$ cat src/rtl/bit_serial_adder.sv
// Bit-serial N-bit adder: operands enter over valid/ready and are added LSB-first, one bit per clock.
// The result leaves over a second valid/ready handshake. Define OVERFLOW_EN to add the registered signed-overflow output ovf.
module bit_serial_adder #(
   parameter int N = 8
) (
   input  logic         clk,
   input  logic         rst_n,
   input  logic         in_valid,
   output logic         in_ready,
   input  logic [N-1:0] a,
   input  logic [N-1:0] b,
   input  logic         cin,
   output logic         out_valid,
   input  logic         out_ready,
   output logic [N-1:0] sum,
   output logic         cout,
   output logic         busy
`ifdef OVERFLOW_EN
   ,
   output logic         ovf
`endif
);

   localparam int CW = $clog2(N);
   localparam logic [CW-1:0] LAST_BIT = CW'(N - 1);

   localparam logic [1:0] S_IDLE = 2'd0;
   localparam logic [1:0] S_RUN  = 2'd1;
   localparam logic [1:0] S_DONE = 2'd2;

   logic [1:0]    state_q, state_d;
   logic [N-1:0]  a_sh_q, a_sh_d;
   logic [N-1:0]  b_sh_q, b_sh_d;
   logic [N-1:0]  psum_q, psum_d;
   logic          carry_q, carry_d;
   logic [CW-1:0] cnt_q, cnt_d;
   logic [N-1:0]  sum_q, sum_d;
   logic          cout_q, cout_d;
`ifdef OVERFLOW_EN
   logic          ovf_q, ovf_d;
`endif

   logic bit_s;
   logic bit_c;

   // Single-bit add cell shared by every bit position.
   assign bit_s = a_sh_q[0] ^ b_sh_q[0] ^ carry_q;
   assign bit_c = (a_sh_q[0] & b_sh_q[0]) | (a_sh_q[0] & carry_q) | (b_sh_q[0] & carry_q);

   always_comb begin
      state_d = state_q;
      a_sh_d  = a_sh_q;
      b_sh_d  = b_sh_q;
      psum_d  = psum_q;
      carry_d = carry_q;
      cnt_d   = cnt_q;
      sum_d   = sum_q;
      cout_d  = cout_q;
`ifdef OVERFLOW_EN
      ovf_d   = ovf_q;
`endif
      case (state_q)
         S_IDLE: begin
            if (in_valid) begin
               a_sh_d  = a;
               b_sh_d  = b;
               carry_d = cin;
               cnt_d   = '0;
               state_d = S_RUN;
            end
         end
         S_RUN: begin
            a_sh_d  = {1'b0, a_sh_q[N-1:1]};
            b_sh_d  = {1'b0, b_sh_q[N-1:1]};
            psum_d  = {bit_s, psum_q[N-1:1]};
            carry_d = bit_c;
            cnt_d   = cnt_q + CW'(1);
            if (cnt_q == LAST_BIT) begin
               // carry_q is the carry into the MSB; bit_c is the carry out of it.
               state_d = S_DONE;
               cnt_d   = '0;
               sum_d   = {bit_s, psum_q[N-1:1]};
               cout_d  = bit_c;
`ifdef OVERFLOW_EN
               ovf_d   = carry_q ^ bit_c;
`endif
            end
         end
         S_DONE: begin
            if (out_ready) begin
               state_d = S_IDLE;
            end
         end
         default: state_d = S_IDLE;
      endcase
   end

   always_ff @(posedge clk) begin
      if (!rst_n) begin
         state_q <= S_IDLE;
         a_sh_q  <= '0;
         b_sh_q  <= '0;
         psum_q  <= '0;
         carry_q <= 1'b0;
         cnt_q   <= '0;
         sum_q   <= '0;
         cout_q  <= 1'b0;
`ifdef OVERFLOW_EN
         ovf_q   <= 1'b0;
`endif
      end else begin
         state_q <= state_d;
         a_sh_q  <= a_sh_d;
         b_sh_q  <= b_sh_d;
         psum_q  <= psum_d;
         carry_q <= carry_d;
         cnt_q   <= cnt_d;
         sum_q   <= sum_d;
         cout_q  <= cout_d;
`ifdef OVERFLOW_EN
         ovf_q   <= ovf_d;
`endif
      end
   end

   assign in_ready  = rst_n && (state_q == S_IDLE);
   assign out_valid = (state_q == S_DONE);
   assign busy      = (state_q != S_IDLE);
   assign sum       = sum_q;
   assign cout      = cout_q;
`ifdef OVERFLOW_EN
   assign ovf       = ovf_q;
`endif

endmodule
$ cat config.mk
export PLATFORM = sky130hd
export DESIGN_NAME = bit_serial_adder
export DESIGN_NICKNAME = d
export VERILOG_FILES = /design/src/rtl/bit_serial_adder.sv
export SDC_FILE = /design/constraint.sdc
export NUM_CORES = 1
export LEC_CHECK = 0
export ABC_AREA = 0
export CAP_MARGIN = 20
export CELL_PAD_IN_SITES_DETAIL_PLACEMENT = 0
export CELL_PAD_IN_SITES_GLOBAL_PLACEMENT = 1
export CORE_MARGIN = 5
export CORE_UTILIZATION = 40
export DETAILED_ROUTE_END_ITERATION = 8
export PLACE_DENSITY_LB_ADDON = 0.05
export SYNTH_ARGS = -nofsm -noshare
export SYNTH_HDL_FRONTEND = slang
export SYNTH_SLANG_ARGS = --single-unit
$ cat constraint.sdc
create_clock -name clk -period 2.85 [get_ports clk]
set_input_delay 0.4275 -clock clk [delete_from_list [all_inputs] [get_ports clk]]
set_output_delay 0.4275 -clock clk [all_outputs]
set_load 0.01 [all_outputs]
After elaboration in Yosys (flattened, before gate mapping). Cells that the tools add are included. W data, S select, Z words.

Register bits: 39. Input bits: 21. Output and inout bits: 12. Word-level logic and storage cells: 42.

$add $sub $neg: 1. Equal/unequal tests: 6. Muxes and demuxes: 13. Bitwise gates (word level): 7. Reductions and logical operators: 7.

Operators by type and width (number): $pmux W8 S2 (2); $mux W8 (2); $mux W2 (3); $mux W3 (2); $pmux W2 S3 (1); $pmux W3 S2 (1); $ne A2 B2 Y1 const B (2); $reduce_and A2 Y1 (2); $reduce_bool A2 Y1 (2); $add A3 B1 Y3 const B (1); $and A1 B1 Y1 (3); $eq A3 B3 Y1 const B (1); $reduce_and A3 Y1 (1); $eq A2 B1 Y1 const B (1); $eq A2 B2 Y1 const B (1); $logic_not A2 Y1 (1); $ne A2 B1 Y1 const B (1); $or A1 B1 Y1 (2); $pmux W1 S2 (1); $xor A1 B1 Y1 (2); $logic_and A1 B1 Y1 (1); $mux W1 (1).

Logic depth before layout (Yosys ltp).
Depth in word-level cells: 4. Depth in mapped cells: 6. Depth with buffers taken out: 5.

Worst setup path after synthesis. OpenSTA, ideal clock, no wires.

Path kind: input to output. Start point: input rst_n. End point: output in_ready. Data arrival time: 935 ps. Required time: 2423 ps. Path slack: 1487 ps. Stages on the path: 3. Path buffers: 1. Cell sequence: inv_1 > clkbuf_1 > nor2_1.

Cells in the longest elaborated chain, start to end: 1.

Ends and longest elaborated chain: start, declared (RTL line 7) `input logic rst_n,`; $logic_and A1 B1 Y1 (RTL line 126) `assign in_ready = rst_n && (state_q == S_IDLE);`; end, declared (RTL line 9) `output logic in_ready,`.

Every way passes these cells.

Final worst setup path. Ends and elaborated chain as after synthesis.

==> results.ini <==
[global_route]
grt_pass1_vias=1308
gr-total-overflow=0
grt_max_degree=24
antenna_found_initial=0
grt_usage=0.144
grt_pass1_wl_um=5870

[power_and_ir_drop]
swShare=0.242
clkPwrFrac=0.345
switchingPower_w=0.000261
p_leak_nw=0.711
ir_drop_mv=0.351
powerDensity_mw_per_mm2=542
seq_power_share=0.534
combPwrFrac=0.121
p_int_w=0.000817

[sta]
setup_viol=0
fin_worst_skew_ps=4.51
finalHoldViolCount=0
clock.fmax_mhz=475
post-route-period-util=0.738
fin_setup_tns_ps=0
worst_slack_ps=746
worst_slew_pin_slew_ps=804
rsz0062_at_grt=false
fin_crit_ps=2100
hold_slack_ps=454
slew_viol_final=0
slew_headroom=0.464

[yosys]
yosys_warnings=0
async_flop_share=0
synthesis.nets=197
avgSynthCellArea_um2=9.08
ys_types=27
synth_top_flop_cell=dfxtp_1
synth_top_area_frac=0.484
yosys.area.top_type=dfxtp_1
netlist_area_mm2=0.00157
synth-seq-area-share=0.484
synth_area_leaders=dfxtp_1 48%, o221ai_2 9.6%, nor2_1 8.8%
synth_seq_cells=38
syn_inst=173
synth-edff-count=0

[worst_hold_path]
worstHoldStart=sum[0]
hold_path_class=reg2reg

[placed_design]
place.gp.congestion=0.721
hpwl_um=2290
portBuffers=32
dpl.cell_count=245
dp_slack_ps=699

[route]
via_per_inst=5.07
route.detailed.drc=0
num_vias=1283
wl_per_cell_um=13.2
drt_iter0_markers=74
dr.pass1.iters=4
ant_nets=0
drt_wl_total_um=3340

[setup_path]
crit_path_start_kind=input pin
rr_worst_depth=5
cp.arrival_ps=1680
end_kind=output pin
timing.rr.end=cout
worstPathRequired_ps=2420
reg2reg_slack_ps=1130
critPathKind=in2out
startpoint=rst_n
r2r_start=cnt_q[0]
critPathMaxFanout=2
cp-endpoint=in_ready

[cts]
cts_made_buffers=5
cts_tree=built
clockBufferDepth=2
htreeDepth=2
clk_pin_slew_ps=70
cts_hold_buf=0
cts_sinks=38
cts_root_buf=clkbuf_8
worstSkewPairLatency_ps=290
post_cts_buffers=0
cts_resized=0

[cells_and_area]
area_delta_synth_final_pct=26.8
layout.nets=228
finalNonFillerCells=253
fin_util=0.532
num_antenna_cells=0
multi_input_area_um2=721
num-fill-cells=378
drive_above_1_share=0.112
register_area_um2=761

[floorplan]
die-area_mm2=0.00528
initial_core_util=0.419
io_pins=33
die_h_um=72.7
core-area_mm2=0.00374
die_x_um=72.7
rows=22

[outcome]
status=complete, no violations

[run]
drv_cap=0

-- layout make-up --
| cell class | instances | share of cell area |
|---|---|---|
| clock buffer | 7 | 0.0434 |
| clock inverter | 1 | 0.00251 |
| inverter | 2 | 0.00377 |
| multi-input combinational | 121 | 0.362 |
| sequential | 38 | 0.382 |
| tap | 48 | 0.0302 |
| timing repair buffer | 36 | 0.176 |
-- state kept, by name, summed over array words and instances (netlist names) --
| name | flops |
|---|---|
| state_q | 2 |
| cout | 1 |
| cnt_q | 3 |
| psum_q | 7 |
| b_sh_q | 8 |
| a_sh_q | 8 |
| sum | 8 |
| carry_q | 1 |
-- worst max-delay path, cell delays in order --
cell,delay [ps]
clkdlybuf4s50_1,500
inv_1,70
nor2_1,130
clkdlybuf4s50_1,550
-- placed cells by master (no fill, tap or decap), types with 2 or more instances in the layout --
cell type | synthesis | layout
a21oi_1 | 17 | 17
nand2_1 | 23 | 23
a22oi_1 | 5 | 5
clkdlybuf4s50_1 | 0 | 32
nand3_1 | 9 | 9
inv_1 | 2 | 2
clkbuf_8 | 0 | 6
ha_1 | 2 | 2
dfxtp_1 | 38 | 38
o221ai_1 | 5 | 5
nor2b_1 | 2 | 2
buf_4 | 0 | 4
nor2_1 | 37 | 37
o221ai_2 | 10 | 10
-- cells by family (layout without fill, tap and decap cells) --
group           Yosys count  in the layout  synth area share
compound gates           39             39             0.213
mux                       1              1           0.00637
simple gates             78             78             0.211
fa+ha+maj                 3              3            0.0287
buf+inv                  14             46            0.0566
flops                    38             38             0.484
-- power groups by stage --
stage,Sequential [W],Combinational [W],Clock [W]
final,0.000576,0.000131,0.000372
after global routing,0.000579,0.000148,0.000407
after CTS,0.000575,0.000132,0.000388
after detailed placement,0.000588,0.000132,0
after global placement,0.000586,0.000128,0
after floorplan,0.000582,0.0000893,0
-- synthesized netlist by cell type (2+ instances only) --
cell / n
nand3_1: 9
nor2_1: 37
ha_1: 2
a22oi_1: 5
a21oi_1: 17
dfxtp_1: 38
o221ai_2: 10
nor2b_1: 2
clkbuf_1: 4
buf_6: 2
nand2_1: 23
inv_1: 2
o221ai_1: 5
buf_2: 4
-- per-stage QoR --
step,total power (W),cell area [µm²]
2_1_floorplan,0.000671,1570
3_3_place_gp,0.000715,1900
3_5_place_dp,0.000720,1900
4_1_cts,0.00110,1990
5_1_grt,0.00113,1990
6_report,0.00108,1990
-- worst min path at each step --
stage,endpoint,slack [ps],cells after the start
3_5_place_dp,sum[0],450,2
2_1_floorplan,psum_q[1],440,2
6_report,sum[0],450,2
3_3_place_gp,sum[5],440,2
4_1_cts,sum[0],460,2
5_1_grt,sum[2],470,2
-- routing by layer --
metal  track usage  share of wire
met1         0.179           0.48
met5             0              0
met2         0.224           0.44
met4        0.0799          0.022
met3        0.0386          0.050
No activity file was read; power rests on OpenSTA's default activity.
